<file path="src/rtl/rom_rd_stream.sv">
`default_nettype none
// ============================================================================
// rom_rd_stream : command-driven ROM read sequencer feeding a valid/ready
//                 stream through a 2-entry buffer that hides ROM latency.
// Revision      : 1.0
// ============================================================================
module rom_rd_stream #(
  parameter int DW = 8,
  parameter int MD = 1024,
  parameter int AW = $clog2(MD),
  parameter int LW = AW + 1
) (
  input  logic          clk,
  input  logic          rst_n,
  input  logic          clk_en,
  input  logic          cmd_vld,
  output logic          cmd_rdy,
  input  logic [AW-1:0] cmd_adr,
  input  logic [LW-1:0] cmd_len,
  output logic          rom_rd,
  output logic [AW-1:0] rom_adr,
  input  logic [DW-1:0] rom_dat_r,
  output logic          out_vld,
  input  logic          out_rdy,
  output logic [DW-1:0] out_dat,
  output logic          out_last,
  output logic          busy,
  output logic          done
);

  typedef enum logic [1:0] {
    S_IDLE  = 2'd0,
    S_RUN   = 2'd1,
    S_DRAIN = 2'd2
  } state_t;

  localparam logic [AW-1:0] c_adr_max = AW'(MD - 1);

  state_t        r_state;
  logic [AW-1:0] r_addr;
  logic [LW-1:0] r_rem;
  logic          r_inflight;
  logic          r_inflight_last;
  logic [DW-1:0] r_dat [2];
  logic          r_lst [2];
  logic          r_wr_ptr;
  logic          r_rd_ptr;
  logic [1:0]    r_occ;
  logic          r_busy;
  logic          r_done;

  logic          w_pop;
  logic          w_push;
  logic [2:0]    w_pend;
  logic          w_issue;
  logic          w_rem_one;
  logic [AW-1:0] w_addr_nxt;

  assign w_pop      = out_vld & out_rdy & clk_en;
  assign w_push     = r_inflight;
  // Words buffered plus the one in flight, less the one leaving this cycle.
  assign w_pend     = {1'b0, r_occ} + {2'b00, r_inflight} - {2'b00, w_pop};
  assign w_issue    = (r_state == S_RUN) && (r_rem != '0) && (w_pend < 3'd2);
  assign w_rem_one  = (r_rem == LW'(1));
  assign w_addr_nxt = (r_addr == c_adr_max) ? '0 : r_addr + AW'(1);

  assign rom_rd   = w_issue & clk_en;
  assign rom_adr  = r_addr;
  assign cmd_rdy  = (r_state == S_IDLE);
  assign out_vld  = (r_occ != 2'd0);
  assign out_dat  = r_dat[r_rd_ptr];
  assign out_last = r_lst[r_rd_ptr];
  assign busy     = r_busy;
  assign done     = r_done;

  always_ff @(posedge clk or negedge rst_n) begin
    if (!rst_n) begin
      r_state         <= S_IDLE;
      r_addr          <= '0;
      r_rem           <= '0;
      r_inflight      <= 1'b0;
      r_inflight_last <= 1'b0;
      r_dat[0]        <= '0;
      r_dat[1]        <= '0;
      r_lst[0]        <= 1'b0;
      r_lst[1]        <= 1'b0;
      r_wr_ptr        <= 1'b0;
      r_rd_ptr        <= 1'b0;
      r_occ           <= 2'd0;
      r_busy          <= 1'b0;
      r_done          <= 1'b0;
    end else if (clk_en) begin
      r_done <= 1'b0;

      if (w_push) begin
        r_dat[r_wr_ptr] <= rom_dat_r;
        r_lst[r_wr_ptr] <= r_inflight_last;
        r_wr_ptr        <= ~r_wr_ptr;
      end
      if (w_pop) begin
        r_rd_ptr <= ~r_rd_ptr;
      end
      case ({w_push, w_pop})
        2'b10:   r_occ <= r_occ + 2'd1;
        2'b01:   r_occ <= r_occ - 2'd1;
        default: r_occ <= r_occ;
      endcase

      r_inflight <= w_issue;
      if (w_issue) begin
        r_inflight_last <= w_rem_one;
        r_addr          <= w_addr_nxt;
        r_rem           <= r_rem - LW'(1);
      end

      case (r_state)
        S_IDLE: begin
          if (cmd_vld) begin
            if (cmd_len != '0) begin
              r_addr  <= cmd_adr;
              r_rem   <= cmd_len;
              r_busy  <= 1'b1;
              r_state <= S_RUN;
            end else begin
              r_done <= 1'b1;
            end
          end
        end
        S_RUN: begin
          if (w_issue && w_rem_one) begin
            r_state <= S_DRAIN;
          end
        end
        S_DRAIN: begin
          if ((r_occ == 2'd0) && !r_inflight) begin
            r_done  <= 1'b1;
            r_busy  <= 1'b0;
            r_state <= S_IDLE;
          end
        end
        default: r_state <= S_IDLE;
      endcase
    end
  end

endmodule
`default_nettype wire

</file>
<file path="config.mk">
export PLATFORM = sky130hd
export DESIGN_NAME = rom_rd_stream
export DESIGN_NICKNAME = d
export VERILOG_FILES = /design/src/rtl/rom_rd_stream.sv
export SDC_FILE = /design/constraint.sdc
export NUM_CORES = 1
export LEC_CHECK = 0
export BUFFER_PORTS_ARGS = -buffer_cell sky130_fd_sc_hd__buf_2
export CORE_ASPECT_RATIO = 1.75
export CORE_MARGIN = 5
export CORE_UTILIZATION = 45
export CTS_CLUSTER_DIAMETER = 120
export DETAILED_ROUTE_END_ITERATION = 6
export GPL_TIMING_DRIVEN = 0
export PLACE_DENSITY = 0.72
export SETUP_SLACK_MARGIN = 0.2
export SKIP_LAST_GASP = 1
export SYNTH_ARGS = -nofsm -noshare
export SYNTH_HDL_FRONTEND = slang
export SYNTH_SLANG_ARGS = --single-unit
</file>
<file path="constraint.sdc">
create_clock -name clk -period 10.4 [get_ports clk]
set_input_delay 2.08 -clock clk [delete_from_list [all_inputs] [get_ports clk]]
set_output_delay 2.08 -clock clk [all_outputs]
set_load 0.05 [all_outputs]
</file>
**Word-level counts from Yosys, hierarchy flattened**

Index checks and enable logic that the tools add are counted.

- Add/sub/neg operators: 6
- $lt $le $gt $ge: 4
- Equality and inequality tests: 10
- Multiplexer cells: 35
- Bitwise operators: 7
- Reductions and logical operators: 19

Operators with widths:

| cell | count |
|---|---|
| 2-to-1 mux 10 bit | 5 |
| 2-to-1 mux 11 bit | 4 |
| 2-to-1 mux 8 bit | 4 |
| nonzero test 11 bit | 2 |
| bitwise mux 16 bit | 1 |
| == test 11 x 1 -> 1 bit, second input constant | 1 |
| subtractor 11 x 1 -> 11 bit, second input constant | 1 |
| adder 10 x 1 -> 10 bit, second input constant | 1 |
| == test 10 bit, second input constant | 1 |
| 2-to-1 mux 1 bit | 10 |
| AND reduction 5 bit | 2 |
| demux 8 bit (select 1 bit) | 1 |
| 2-to-1 mux 2 bit | 4 |
| AND reduction 2 bit | 4 |
| one-hot mux 2 bit (3 select lines) | 1 |
| nonzero test 2 bit | 3 |
| logical AND 1 bit | 5 |
| == test 2 x 1 -> 1 bit, second input constant | 2 |
| == test 2 bit, second input constant | 2 |
| greater-or-equal comparator 2 bit, second input constant | 2 |
| zero test 2 bit | 2 |
| inequality test 2 x 1 -> 1 bit, second input constant | 2 |
| inequality test 2 bit, second input constant | 2 |
| inverter 1 -> 2 bit | 2 |
| other kinds (13) | 17 |

- Bits in registers: 49
- Input bits: 34
- Logic and storage cells: 95

**Longest topological paths before layout**

Gate-level depths: netlist (run 1).

- Depth in word-level cells: 10
- Gate-level depth with buffers: 11

**Worst setup path before layout (run 1)**

Ideal clock, no wire load.

- Path type: in2out
- Start: in clk_en
- End: out rom_rd
- Data arrival time: 4384 ps
- Data required time: 8320 ps
- Path slack: 3936 ps
- Cell stages on the path: 11
- Path through: clkbuf_1 > and3_1 > ha_1 > nand2b_1 > fa_1 > nor2b_1 > nand3_1 > nor2_2 > buf_6 > nand2_1 > inv_1

- Cells in the longest elaborated chain, start to end: 5

RTL lines:

| item | RTL line | source |
|---|---|---|
| from (decl) | 15 | `input logic clk_en,` |
| AND 1 bit | 59 | `assign w_pop = out_vld & out_rdy & clk_en;` |
| subtractor 3 x 1 -> 3 bit | 62 | `assign w_pend = {1'b0, r_occ} + {2'b00, r_inflight} - {2'b00, w_pop};` |
| less-than comparator 3 x 2 -> 1 bit | 63 | `assign w_issue = (r_state == S_RUN) && (r_rem != '0) && (w_pend < 3'd2);` |
| logical AND 1 bit | 63 |  |
| AND 1 bit (*) | 67 | `assign rom_rd = w_issue & clk_en;` |
| to (decl) | 20 | `output logic rom_rd,` |

Mark *: on every way between the ends. The rest lies on a longest branch, timed or not.

**Final worst setup path (run 1)**

Ends and elaborated chain as after synthesis.

==> results of run 1 <==
## sequential cells by signal, summed over array words and instances, names as in the netlist
signal	cells
r_dat	16
r_rd_ptr	1
rom_adr	10
r_inflight	1
done	1
r_lst	2
r_occ	2
busy	1
r_wr_ptr	1
r_state	2
r_rem	11
r_inflight_last	1
## worst paths after layout
check                      startpoint   endpoint  slack, ns  cells past startpoint
max in group asynchronous       rst_n   r_dat[3]       7.74                      1
hold reg to reg                  busy       busy       0.49                      1
setup reg to reg             r_occ[1]  r_rem[10]       7.10                     11
hold / removal                   busy       busy       0.49                      1
min in group asynchronous       rst_n   r_rem[4]       1.96                      1
setup / recovery               clk_en     rom_rd       3.48                     13
## metrics by stage
stage	utilization	power, mW	hold slack [ns]	worst slack, ns	instances
after floorplan	-	0.790	0.460	3.94	272
after global placement	0.519	0.920	0.468	3.50	409
after detailed placement	0.519	0.933	0.474	3.47	409
after CTS	0.535	1.06	0.495	3.47	417
after global routing	0.535	1.12	0.510	3.29	417
final	0.535	1.05	0.488	3.48	417
## cells in the final DEF, fill, tap and decap left out, drive strengths merged, types with 3 or more instances in the layout
master and n:
nand3 6, xnor2 3, buf 63, inv 11
nand4 4, clkbuf 12, nand2b 5, nor3 9
mux2 28, a22o 3, a21oi 4, nand2 16
o211ai 4, nor4 13, a211oi 8, o21ai 17
and3 6, o2bb2ai 6, nor2b 4, or3 4
ha 5, nor2 19, dfrtp 49, o22ai 6
o22a 3, a22oi 4
## cell families after synthesis
kind of cell    Yosys count
flops                    49
xor+xnor                  5
fa+ha+maj                 6
mux                      28
compound gates           70
simple gates             91
buf+inv                  23
## synthesized netlist by cell type, types with 5 or more instances
library cell	number
dfrtp_1	49
nand2_1	16
o22ai_1	6
nor4_1	12
mux2_2	25
nand3_1	6
nor2_1	18
a211oi_1	8
o2bb2ai_1	6
and3_1	6
nor3_1	6
ha_1	5
inv_1	10
clkbuf_1	7
o21ai_0	14
## layout make-up
cell class	instances	area (µm²)	share of cell area
buffer	13	71.3	0.0217
inverter	10	37.5	0.0114
clock buffer	5	68.8	0.0210
multi-input combinational	200	1470	0.447
sequential	49	1230	0.374
timing repair buffer	57	285	0.0870
clock inverter	3	25.0	0.00763
tap	80	100	0.0305
## routing by layer
| layer | GRT usage | vias up | part of all wire |
|---|---|---|---|
| met5 | 0 | - | 0 |
| met4 | 0.0946 | 0 | 0.030 |
| met3 | 0.0422 | 18 | 0.060 |
| met2 | 0.369 | 84 | 0.55 |
| met1 | 0.201 | 1198 | 0.36 |
| li1 | - | 1154 | - |
## power by group through the flow
stage	registers, mW	clock network, mW	logic (mW)
2_1_floorplan	0.396	0	0.394
3_3_place_gp	0.347	0	0.573
3_5_place_dp	0.352	0	0.581
4_1_cts	0.348	0.126	0.583
5_1_grt	0.362	0.133	0.624
6_report	0.349	0.121	0.580
==> results.ini, run 1 <==
[power_and_ir_drop]
pwr-share-seq=0.332
clkPwrFrac=0.115
intPower_mw=0.520
p_per_area_nw_per_um2=320
p_leak_nw=1.44
swShare=0.505
max-vdd-ir-drop_v=0.000195
power.net_switching_mw=0.530
pwr-share-comb=0.553

[sta]
slew_headroom=0.250
slew_violations=0
fmax_mhz=144
tightest_slew_ns=1.12
period_needed_ns=6.92
setup_violations=0
rsz0062_at_grt=no
tns_ns=0
clock_skew_ns=0.0117
hold_viol=0
fin_crit_sh=0.666

[synth]
yosys.area_share.adder=0.0295
yosys.area_share.simple=0.184
synth_flop_cell=dfrtp_1
synth_warnings=0
ys_ff_latch=49
netlist_area_um2=2800
ys_seq_area_frac=0.438
synth_edf_count=0
yosys-top-cells-area=dfrtp_1, mux2_2, nor4_1, o21ai_0, nor2_1
synth_top_family_by_area=simple AND/OR/NAND/NOR gates
avgSynthCellArea_um2=10.3
synth.mux.area_fraction=0.113
synth_compound_area_frac=0.181
synth_xor_area_frac=0.0156
async_flop_share=1.00
synthDominantCellAreaShare=0.438
synth_cell_types=54
synth.net_count=312
synth_top_area_cell=dfrtp_1
synthCells=272

[placed_design]
postPlaceCellArea_um2=3190
dp_hpwl_mm=5.60
io_buffer_count=57
gp_congestion=0.884

[cells_and_area]
layout-drive-gt1-share=0.329
final_area_um2=3280
diodes=0
fin_nets=376
syn2layout_area_growth_pct=17.1
fillers=568

[cts]
holdBufCountCts=0
cts_resized=0
cts_buffers=5
root_buffer=clkbuf_8
clkTransAtPathRegs_ns=0.09
htreeDepth=2
postCtsSetupBuffers=0
cts_tree=yes
clock_latency_ns=0.32
clockBufferDepth=2
clock_sinks=49

[worst_setup_path]
crit_family=simple AND/OR/NAND/NOR gates
setup.worst_path.start_class=primary input
crit_chain=buf_2 > clkbuf_1 > and3_1 > ha_1 > nand2b_1 > fa_1 > xnor2_1 > nand3_1 > nor2_2 > buf_6 > nand2_1 > inv_1 > buf_2
cp_max_fo=10
crit_arrival_ns=4.84
path_class=primary input to output port
cp_data_required_time_ns=8.32
cpPeakStageDelay_ns=0.38
endpoint_kind=output port
critPathSlowestCell=fa_1
cp_num_buf_inv=5
crit_top_cell=buf_2

[floorplanning]
initial_core_util=0.457
fp.dieH_um=114
die_w_um=69.6
row_count=38
core_um2=6130
pin_count=58
die_area_um2=7960

[detailed_routing]
routedWlPerCell_um=17.8
via_count=2454
dr.pass1.iters=5
wirelength_mm=7.42
via_per_inst=5.88
dr.first_iter.drc_count=210
antenna_left=0
drc=0

[global_routing]
grtUsageTotal=0.195
antenna_found_initial=0
grt_pass1_wl_mm=12.4
grt_pass1_vias=2611
grt_max_degree=50
grt_overflow=0

[worst_hold_path]
hold_class=flop to flop

[status]
status=finished, final reports clean

[job]
cap_viol_max_count=0

Note: power is estimated with default switching activity, not from simulation.
==> run 2: changes to the inputs <==
--- a/config.mk
+++ b/config.mk
@@ -5,6 +5,7 @@
 export SDC_FILE = /design/constraint.sdc
 export NUM_CORES = 1
 export LEC_CHECK = 0
+export ABC_AREA = 1
 export BUFFER_PORTS_ARGS = -buffer_cell sky130_fd_sc_hd__buf_2
 export CORE_ASPECT_RATIO = 1.75
 export CORE_MARGIN = 5
@@ -12,7 +13,7 @@
 export CTS_CLUSTER_DIAMETER = 120
 export DETAILED_ROUTE_END_ITERATION = 6
 export GPL_TIMING_DRIVEN = 0
-export PLACE_DENSITY = 0.72
+export PLACE_DENSITY = 0.74
 export SETUP_SLACK_MARGIN = 0.2
 export SKIP_LAST_GASP = 1
 export SYNTH_ARGS = -nofsm -noshare
==> constraint.sdc (replaced) <==
create_clock -name clk -period 6.13 [get_ports clk]
set_input_delay 1.226 -clock clk [delete_from_list [all_inputs] [get_ports clk]]
set_output_delay 1.226 -clock clk [all_outputs]
set_load 0.05 [all_outputs]
==> run 2 against run 1 <==
Effect of this change: first-iteration DRC count is 16% lower; worst hold slack got worse by 0.013 ns; combinational power grew 84%; non-clock buffer count unchanged; sequential share of layout area is 3.6 points lower; synthesized cell count grew 60%; critical path depth fell by 1; sequential cell count is the same; clock skew decreased by 0.0077 ns; worst setup slack worse by 2.7 ns; via count up 22%; critical path type unchanged.
==> results.ini, run 2 <==
[detailed_routing]
antenna_left=0
wirelength_mm=8.08
via_per_inst=5.14
drc=0
dr.first_iter.drc_count=177
routedWlPerCell_um=13.9
dr.pass1.iters=4
via_count=2985

[synth]
async_flop_share=1.00
ys_seq_area_frac=0.400
avgSynthCellArea_um2=7.05
synth_edf_count=0
yosys-top-cells-area=dfrtp_1, nand2_1, inv_1, o21ai_0, nor2_1
netlist_area_um2=3070
synth_cell_types=34
synth_warnings=0
synth.net_count=475
synth_top_area_cell=dfrtp_1
synth_flop_cell=dfrtp_1
synthCells=435
synthTopCellsByCount=nand2_1, inv_1, dfrtp_1
synthDominantCellAreaShare=0.400
synth_most_common_cell=nand2_1
ys_ff_latch=49

[worst_setup_path]
cp_data_required_time_ns=4.90
crit_family=simple AND/OR/NAND/NOR gates
setup.worst_path.start_class=primary input
endpoint_kind=output port
r2r-end=r_rem[10]
cp_num_buf_inv=4
r2r-start=r_occ[1]
cpPeakStageDelay_ns=0.49
r2r_slack_ns=3.02
rr_worst_depth=15
crit_chain=clkbuf_1 > clkbuf_1 > nand3_1 > inv_1 > ha_1 > or2_2 > fa_1 > nand3_1 > nor2_4 > nand2_4 > nor2_1 > buf_2
cp_max_fo=10
crit_arrival_ns=4.17
path_class=primary input to output port
critPathSlowestCell=fa_1

[cells_and_area]
final_util=0.551
syn2layout_area_growth_pct=18.2
final_area_um2=3630
final-seq-area_um2=1230
final_cell_mix=nand2_1, inv_1, buf_2
fillers=674
diodes=0
final_common_cell=nand2_1
top_register=r_dat
stdcell_count=581
fin_nets=538
largest_reg_flops=16
multi_input_area_um2=1530
layout-drive-gt1-share=0.168

[sta]
whs_ns=0.475
finalWorstSetupSlack_ns=0.734
fin_crit_sh=0.880
tightest_slew_ns=1.11
clock_skew_ns=0.00406
slew_headroom=0.258
slew_violations=0
rsz0062_at_grt=no
period_needed_ns=5.40
setup_violations=0
hold_viol=0
tns_ns=0
fmax_mhz=185

[cts]
root_buffer=clkbuf_16
clock_latency_ns=0.29
clockBufferDepth=2
htreeDepth=2
holdBufCountCts=0
cts_buffers=5
cts_tree=yes
postCtsSetupBuffers=0
clock_sinks=49
cts_resized=0
clkTransAtPathRegs_ns=0.07

[floorplanning]
core_um2=6590
pin_count=58
fp.dieH_um=119
die_area_um2=8630
row_count=39
initial_core_util=0.466
die_w_um=72.4

[global_routing]
antenna_found_initial=0
grt_pass1_vias=2837
grtUsageTotal=0.189
grt_max_degree=50
grt_overflow=0
grt_pass1_wl_mm=13.0

[power_and_ir_drop]
max-vdd-ir-drop_v=0.000273
p_leak_nw=1.94
p_total_mw=1.99
p_per_area_nw_per_um2=550

[worst_hold_path]
worstHoldStart=busy
holdPathStages=2
hold_class=flop to flop
hold_path_end=busy

[placed_design]
postPlaceCellArea_um2=3450
pre_cts_ws_ns=0.699
dp_hpwl_mm=6.07
io_buffer_count=56
dp_cells=573
gp_congestion=0.896

[job]
cap_viol_max_count=0

[status]
status=finished, final reports clean

## run 2: worst max path at each step
stage                     startpoint  endpoint  slack [ns]  depth (start not counted)
final                         clk_en    rom_rd        0.73                         12
after global routing          clk_en    rom_rd        0.53                         12
after CTS                     clk_en    rom_rd        0.68                         12
after detailed placement      clk_en    rom_rd        0.70                         12
after global placement        clk_en    rom_rd        0.73                         12
after floorplan               clk_en    rom_rd        0.93                         11
## run 2: metal layers
metal / share of wire / GRT usage
met1: 0.38 / 0.214
met2: 0.54 / 0.352
met4: 0.015 / 0.0635
met3: 0.064 / 0.0270
met5: 0 / 0
## run 2: area by class of cell
| type | count | area share |
|---|---|---|
| plain buffers | 14 | 0.0231 |
| clock buffers | 6 | 0.0383 |
| clock inverters | 2 | 0.0103 |
| inverters | 62 | 0.0642 |
| multi-input cells | 310 | 0.420 |
| flip-flops and latches | 49 | 0.338 |
| well taps | 82 | 0.0283 |
| repair buffers | 56 | 0.0773 |
## run 2: power by group
part           switching, mW  total, mW  internal [mW]
clock network          0.121      0.325          0.204
registers              0.143      0.600          0.457
logic                  0.740       1.07          0.329
## run 2: worst register-to-register path, cell delays in order, from the launching register on
cell     delay [ns]
dfrtp_1        0.46
nor2_1         0.16
inv_1          0.09
nand3_1        0.11
inv_1          0.08
ha_1           0.27
or2_2          0.30
fa_1           0.49
nand3_1        0.14
inv_1          0.08
nand2_1        0.09
a21oi_4        0.25
buf_6          0.20
nand4_1        0.09
nand2_1        0.09
a22oi_1        0.06
## run 2: logic make-up after synthesis
kind of cell | Yosys count | synth area share
flops | 49 | 0.400
xor+xnor | 11 | 0.0314
fa+ha+maj | 6 | 0.0269
compound gates | 71 | 0.130
buf+inv | 76 | 0.103
simple gates | 222 | 0.309
